===== config.mk =====
export PLATFORM = sky130hd
export DESIGN_NAME = str_pattern_fsm_flat
export DESIGN_NICKNAME = d
export VERILOG_FILES = /design/src/rtl/str_pattern_fsm_if.sv /design/src/rtl/str_pattern_fsm.sv /design/src/flat_wrapper.sv
export SDC_FILE = /design/constraint.sdc
export NUM_CORES = 1
export LEC_CHECK = 0
export BUFFER_PORTS_ARGS = -buffer_cell sky130_fd_sc_hd__clkbuf_2
export CORE_ASPECT_RATIO = 1.1
export CORE_MARGIN = 1.5
export CORE_UTILIZATION = 55
export CTS_BUF_LIST = sky130_fd_sc_hd__clkbuf_8
export CTS_CLUSTER_DIAMETER = 50
export CTS_CLUSTER_SIZE = 14
export DETAILED_ROUTE_END_ITERATION = 10
export GPL_TIMING_DRIVEN = 0
export PLACE_DENSITY = 0.81
export SYNTH_ARGS = -nofsm -noshare
export SYNTH_HDL_FRONTEND = slang
export SYNTH_SLANG_ARGS = --single-unit

===== constraint.sdc =====
create_clock -name clk -period 2.6 [get_ports clk]
set_input_delay 0.26 -clock clk [delete_from_list [all_inputs] [get_ports clk]]
set_output_delay 0.26 -clock clk [all_outputs]
set_load 0.05 [all_outputs]

===== src/rtl/str_pattern_fsm_if.sv =====
// Character/verdict/config bundle for str_pattern_fsm; slave = checker, master = driver.
interface str_pattern_fsm_if #(
    parameter int N_TOK = 4,
    parameter int CNT_W = 4,
    parameter int N_CLS = 14
);
    localparam int IDX_W = (N_TOK > 1) ? $clog2(N_TOK) : 1;

    logic             valid;
    logic             verify_error;
    logic [N_CLS-1:0] cls;
    logic             cfg_we;
    logic [IDX_W-1:0] cfg_idx;
    logic [N_CLS-1:0] cfg_mask;
    logic [CNT_W-1:0] cfg_min;
    logic [CNT_W-1:0] cfg_max;
    logic             cfg_last;
    logic [2:0]       state;
    logic [IDX_W-1:0] tok_idx;
    logic [CNT_W-1:0] cnt;
    logic             done;
    logic             match;

    modport slave (
        input  valid, verify_error, cls, cfg_we, cfg_idx, cfg_mask, cfg_min, cfg_max, cfg_last,
        output state, tok_idx, cnt, done, match
    );

    modport master (
        output valid, verify_error, cls, cfg_we, cfg_idx, cfg_mask, cfg_min, cfg_max, cfg_last,
        input  state, tok_idx, cnt, done, match
    );
endinterface


===== src/rtl/str_pattern_fsm.sv =====
// Table-driven string checker: one classified char per valid, one-cycle registered verdict per string.
// Macro STR_PAT_WS_SKIP_EN: in RUN, whitespace not accepted by the current token is skipped.
module str_pattern_fsm #(
    parameter int N_TOK = 4,
    parameter int CNT_W = 4,
    parameter int N_CLS = 14
) (
    input logic              clk,
    input logic              rst,
    str_pattern_fsm_if.slave bus
);
    localparam int IDX_W = (N_TOK > 1) ? $clog2(N_TOK) : 1;

    typedef enum logic [2:0] {
        S_IDLE  = 3'd0,
        S_START = 3'd1,
        S_STOP  = 3'd2,
        S_ERROR = 3'd3,
        S_RUN   = 3'd4
    } state_e;

    state_e           state_q, state_d;
    logic [IDX_W-1:0] tok_q, tok_d;
    logic [CNT_W-1:0] cnt_q, cnt_d;
    logic             mid_q, mid_d;
    logic             done_q, done_d;
    logic             match_q, match_d;

    logic [N_CLS-1:0] mask_q [N_TOK];
    logic [CNT_W-1:0] min_q  [N_TOK];
    logic [CNT_W-1:0] max_q  [N_TOK];
    logic [N_TOK-1:0] last_q;

    logic [CNT_W-1:0] emin [N_TOK];
    logic [N_TOK-1:0] hit_vec;
    logic [IDX_W-1:0] fin_idx;
    logic [IDX_W-1:0] nxt_idx;
    logic             hit_cur, hit_nxt, is_final, min_ok, ws_skip, sof;

    always_ff @(posedge clk or negedge rst) begin
        if (!rst) begin
            for (int i = 0; i < N_TOK; i++) begin
                mask_q[i] <= '0;
                min_q[i]  <= CNT_W'(1);
                max_q[i]  <= CNT_W'(1);
            end
            last_q <= '0;
        end else if (bus.cfg_we && state_q == S_IDLE && int'(bus.cfg_idx) < N_TOK) begin
            mask_q[bus.cfg_idx] <= bus.cfg_mask;
            min_q[bus.cfg_idx]  <= bus.cfg_min;
            max_q[bus.cfg_idx]  <= bus.cfg_max;
            last_q[bus.cfg_idx] <= bus.cfg_last;
        end
    end

    // A token whose max is below its effective min never hits, which makes it unmatchable.
    always_comb begin
        fin_idx = IDX_W'(N_TOK - 1);
        for (int i = N_TOK - 1; i >= 0; i--) begin
            if (last_q[i]) fin_idx = IDX_W'(i);
        end
        for (int i = 0; i < N_TOK; i++) begin
            emin[i]    = (min_q[i] == '0) ? CNT_W'(1) : min_q[i];
            hit_vec[i] = (|(bus.cls[N_CLS-1:1] & mask_q[i][N_CLS-1:1])) && (max_q[i] >= emin[i]);
        end
    end

    assign nxt_idx  = (tok_q == IDX_W'(N_TOK - 1)) ? tok_q : tok_q + IDX_W'(1);
    assign hit_cur  = hit_vec[tok_q];
    assign hit_nxt  = hit_vec[nxt_idx];
    assign is_final = (tok_q == fin_idx);
    assign min_ok   = (cnt_q >= emin[tok_q]);
    assign sof      = bus.valid && bus.cls[0];

`ifdef STR_PAT_WS_SKIP_EN
    assign ws_skip = bus.cls[10] && !hit_cur;
`else
    assign ws_skip = 1'b0;
`endif

    always_comb begin
        state_d = state_q;
        tok_d   = tok_q;
        cnt_d   = cnt_q;
        mid_d   = mid_q;
        case (state_q)
            S_IDLE: begin
                if (sof && !bus.verify_error) begin
                    state_d = S_START;
                    tok_d   = '0;
                    cnt_d   = '0;
                end
            end
            S_START: begin
                if (bus.verify_error) begin
                    state_d = S_ERROR;
                    mid_d   = 1'b0;
                end else if (bus.valid) begin
                    if (bus.cls[0]) begin
                        state_d = S_ERROR;
                        mid_d   = 1'b0;
                    end else if (hit_vec[0]) begin
                        state_d = S_RUN;
                        tok_d   = '0;
                        cnt_d   = CNT_W'(1);
                    end else begin
                        state_d = S_ERROR;
                        mid_d   = 1'b1;
                    end
                end
            end
            S_RUN: begin
                if (bus.verify_error) begin
                    state_d = S_ERROR;
                    mid_d   = 1'b0;
                end else if (bus.valid) begin
                    if (bus.cls[0]) begin
                        state_d = (is_final && min_ok) ? S_STOP : S_ERROR;
                        mid_d   = 1'b0;
                    end else if (ws_skip) begin
                        state_d = S_RUN;
                    end else if (hit_cur && cnt_q < max_q[tok_q]) begin
                        cnt_d = cnt_q + CNT_W'(1);
                    end else if (min_ok && !is_final && hit_nxt) begin
                        tok_d = nxt_idx;
                        cnt_d = CNT_W'(1);
                    end else begin
                        state_d = S_ERROR;
                        mid_d   = 1'b1;
                    end
                end
            end
            S_STOP: state_d = S_IDLE;
            // The closing \0 of a rejected string is swallowed here so it cannot restart.
            S_ERROR: begin
                if (!mid_q || sof || bus.verify_error) state_d = S_IDLE;
            end
            default: state_d = S_IDLE;
        endcase
        done_d  = (state_d == S_STOP) || (state_d == S_ERROR && state_q != S_ERROR);
        match_d = (state_d == S_STOP);
    end

    always_ff @(posedge clk or negedge rst) begin
        if (!rst) begin
            state_q <= S_IDLE;
            tok_q   <= '0;
            cnt_q   <= '0;
            mid_q   <= 1'b0;
            done_q  <= 1'b0;
            match_q <= 1'b0;
        end else begin
            state_q <= state_d;
            tok_q   <= tok_d;
            cnt_q   <= cnt_d;
            mid_q   <= mid_d;
            done_q  <= done_d;
            match_q <= match_d;
        end
    end

    assign bus.state   = state_q;
    assign bus.tok_idx = tok_q;
    assign bus.cnt     = cnt_q;
    assign bus.done    = done_q;
    assign bus.match   = match_q;
endmodule


===== src/flat_wrapper.sv =====
// flat-port wrapper written by rule: the top's interface ports become plain ports
module str_pattern_fsm_flat 
#(
    parameter int N_TOK = 4,
    parameter int CNT_W = 4,
    parameter int N_CLS = 14
)
  (clk, rst, bus_valid, bus_verify_error, bus_cls, bus_cfg_we, bus_cfg_idx, bus_cfg_mask, bus_cfg_min, bus_cfg_max, bus_cfg_last, bus_state, bus_tok_idx, bus_cnt, bus_done, bus_match);
  str_pattern_fsm_if #(.N_TOK(N_TOK), .CNT_W(CNT_W), .N_CLS(N_CLS)) bus_i ();
  input logic clk;
  input logic rst;
  input wire logic [$bits(bus_i.valid)-1:0] bus_valid;
  input wire logic [$bits(bus_i.verify_error)-1:0] bus_verify_error;
  input wire logic [$bits(bus_i.cls)-1:0] bus_cls;
  input wire logic [$bits(bus_i.cfg_we)-1:0] bus_cfg_we;
  input wire logic [$bits(bus_i.cfg_idx)-1:0] bus_cfg_idx;
  input wire logic [$bits(bus_i.cfg_mask)-1:0] bus_cfg_mask;
  input wire logic [$bits(bus_i.cfg_min)-1:0] bus_cfg_min;
  input wire logic [$bits(bus_i.cfg_max)-1:0] bus_cfg_max;
  input wire logic [$bits(bus_i.cfg_last)-1:0] bus_cfg_last;
  output wire logic [$bits(bus_i.state)-1:0] bus_state;
  output wire logic [$bits(bus_i.tok_idx)-1:0] bus_tok_idx;
  output wire logic [$bits(bus_i.cnt)-1:0] bus_cnt;
  output wire logic [$bits(bus_i.done)-1:0] bus_done;
  output wire logic [$bits(bus_i.match)-1:0] bus_match;
  assign bus_i.valid = bus_valid;
  assign bus_i.verify_error = bus_verify_error;
  assign bus_i.cls = bus_cls;
  assign bus_i.cfg_we = bus_cfg_we;
  assign bus_i.cfg_idx = bus_cfg_idx;
  assign bus_i.cfg_mask = bus_cfg_mask;
  assign bus_i.cfg_min = bus_cfg_min;
  assign bus_i.cfg_max = bus_cfg_max;
  assign bus_i.cfg_last = bus_cfg_last;
  assign bus_state = bus_i.state;
  assign bus_tok_idx = bus_i.tok_idx;
  assign bus_cnt = bus_i.cnt;
  assign bus_done = bus_i.done;
  assign bus_match = bus_i.match;
  str_pattern_fsm #(.N_TOK(N_TOK), .CNT_W(CNT_W), .N_CLS(N_CLS)) u_core (.clk(clk), .rst(rst), .bus(bus_i));
endmodule

==> impl_metrics.toml <==
[routing]
vias = 3917
detail_route.vias_per_cell = 6.21
drt_pass1_iterations = 5
first_iter_violations = 204
routed_wl_mm = 12.6
avgRoutedWirePerCell_um = 20.0
ant_nets = 0
drc = 0

[logic_synthesis]
synth_top_family_by_area = "multiplexers"
netlist_area_mm2 = 0.00518
synth_edf_count = 0
ys_seq_elements = 99
yosysTopAreaCellShare = 0.440
async_flop_share = 1.00
syn_inst = 429
ys.warnings.count = 0
yosys.area_share.simple = 0.0867
synth_compound_area_frac = 0.116
synthMuxAreaShare = 0.222
synth_fp_nets = 497
ys_seq_area_frac = 0.480
synth_xor_area_frac = 0.00169
synth_fa_ha_area_frac = 0.0580
synth_area_leader_cell = "dfrtp_1"
synth_cell_types = 54
synthTopCellsByArea = "dfrtp_1 (44%), mux2_2 (18%), ha_1 (5.8%)"
synth_ff_type = "dfrtp_1"
syn_avg_cell_area_um2 = 12.1

[floorplan]
die_area_mm2 = 0.0100
fp.dieW_um = 95.5
initial_utilization = 0.575
io_pins = 55
rows = 36
core_area_mm2 = 0.00901
die_height_um = 105

[job]
max_cap_viol_count = 0

[worst_setup_path]
cp.arrival_ps = 3180
cp_slowest_stage_delay_ps = 500
worstSetupPathType = "flop to flop"
cpMostUsedCell = "a211oi_2"
cp-end-kind = "flop"
cp.required_ps = 2850
slowest_stage = "mux4_2"
critical_path.max_fanout = 4
cp-start-kind = "flop"
crit_chain = "inv_2 -> a31o_4 -> mux4_2 -> ha_4 -> nand2b_4 -> a211oi_2 -> o21bai_2 -> o211ai_1 -> a211oi_2 -> o21ba_4 -> buf_6 -> nor3_4 -> o32ai_2"

[sta]
hold_viol = 0
finalSetupViolCount = 12
worst_pin_slew_ps = 622
finalClockSkew_ps = 9.93
relSlewSlack = 0.580
fin_ws_ps = -333
period_minus_slack_ps = 2930
grt_setup_unrepaired = "yes"
slew_violations = 0
finalCritPeriodShare = 1.13
fin_tns_setup_ps = -3130
timing.fmax_mhz = 341

[place]
dp_hpwl_mm = 9.06
dp.cells = 595
io_buffers = 51
place_area_mm2 = 0.00563
preCtsSetupSlack_ps = -482
gp_congestion = 0.920

[global_routing]
grt_pass1_wl_mm = 20.5
grt_pass1_vias = 4001
grt_usage = 0.271
overflow = 0
antenna_found_initial = 0
grt_start_max_net_pins = 70

[power_and_ir_drop]
power_w = 0.00735
irDropWorstVdd_mv = 0.606
power.density_mw_per_mm2 = 1200
p_leak_nw = 2.78

[finish]
design_area_mm2 = 0.00613
nets = 580
layoutNonFillerInstCount = 631
diodes = 0
syn_to_final_growth_pct = 18.4
drive_gt1_frac = 0.456

[cts]
cts_tree = "built"
clockBufferDepth = 2
path_clk_slew_ps = 100
cts_buffers = 9
htreeDepth = 3
clock_latency_ps = 370
cts.sinks = 99
cts_root_buffer = "clkbuf_8"

[status]
status = "finished with violations"
violations = "setup timing"

[hold_path]
hold_class = "input pin to flop"
==> critical path, delay by kind of cell, from the launching register on <==
family / cells / cell delay, ps
AOI/OAI and AO/OA: 7 / 1190
muxes: 1 / 500
buffers and inverters: 2 / 200
adders and majority gates: 1 / 280
DFF: 1 / 400
and+or+nand+nor: 2 / 250
==> layout by cell type, fill, tap and decap left out, types with 10 or more instances in the layout <==
cell type   n
a21oi_1    10
a22oi_1    18
buf_4      19
clkbuf_2   56
clkbuf_8   11
dfrtp_1    89
ha_1       23
inv_1      24
mux2_2     84
nand2_1    13
nor2_1     19
==> worst paths after layout <==
path	from	endpoint	slack, ps	cells after the start
worst max-delay path	u_core.min_q[3]	u_core.bus.tok_idx[0]	-330	13
worst min-delay path	bus_cfg_min[2]	u_core.min_q[14]	140	3
worst max register to register	u_core.min_q[3]	u_core.bus.tok_idx[0]	-330	13
worst min register to register	u_core.mask_q[26]	u_core.mask_q[26]	520	1
max in group asynchronous	rst	u_core.mask_q[55]	1500	3
min in group asynchronous	rst	u_core.min_q[15]	410	2
==> final cells by class <==
cell class              count  area [µm²]
clock inverters             5        36.3
fillers                   665        2880
inverters                  33         129
plain buffers              14        82.6
well taps                 114         143
flip-flops and latches     99        2490
repair buffers             72         442
clock buffers              11         151
multi-input cells         283        2660
==> metal layers <==
metal	global-route usage	routed length, µm
met5	0	0
met4	0.105	342
met3	0.0509	641
met2	0.447	6410
met1	0.348	5240
==> synth_stat cells, drive strengths merged (3+ instances only) <==
cell	count
mux4	9
a211oi	4
a21oi	11
nor2	20
nand4	3
ha	24
a2111oi	3
clkbuf	6
dfrtp	91
and2	5
o21ai	16
nor3	11
nor2b	4
mux2	84
a22oi	18
inv	33
a31o	4
nand3	7
nand2	13
buf	8
a222oi	4
dfstp	8
and3	3
nand2b	8
==> power breakdown <==
part	internal, W	total, W	switching, W
registers	0.00231	0.00282	0.000517
logic	0.00184	0.00356	0.00173
clock network	0.000403	0.000962	0.000560
==> repair_timing <==
action | in CTS | in global routing
setup endpoints to repair | 24 | 64
pin swaps | 11 | 9
buffers inserted | 17 | 2
resized for setup | 26 | 20
hold buffers | 1 | 0
hold endpoints to repair | 22 | 0
==> registers in the layout (all words and copies together), names as in the netlist <==
| signal | count |
|---|---|
| u_core.last_q | 3 |
| u_core.bus.done | 1 |
| u_core.bus.cnt | 4 |
| u_core.bus.match | 1 |
| u_core.bus.state | 3 |
| u_core.mask_q | 52 |
| u_core.max_q | 16 |
| u_core.min_q | 16 |
| u_core.bus.tok_idx | 2 |
| u_core.mid_q | 1 |
==> stage by stage <==
stage,utilization,hold slack [ps]
2_1_floorplan,-,-35.6
3_3_place_gp,0.622,486
3_5_place_dp,0.625,271
4_1_cts,0.672,127
5_1_grt,0.681,136
6_report,0.681,140
==> kinds of logic after synthesis <==
group                    Yosys count
AO/OA/AOI/OAI                     82
XOR/XNOR                           1
adder cells (fa/ha/maj)           24
buffers and inverters             47
flip-flops                        99
multiplexers                      93
AND/OR/NAND/NOR                   83
Power figures use the tool's default switching activity.
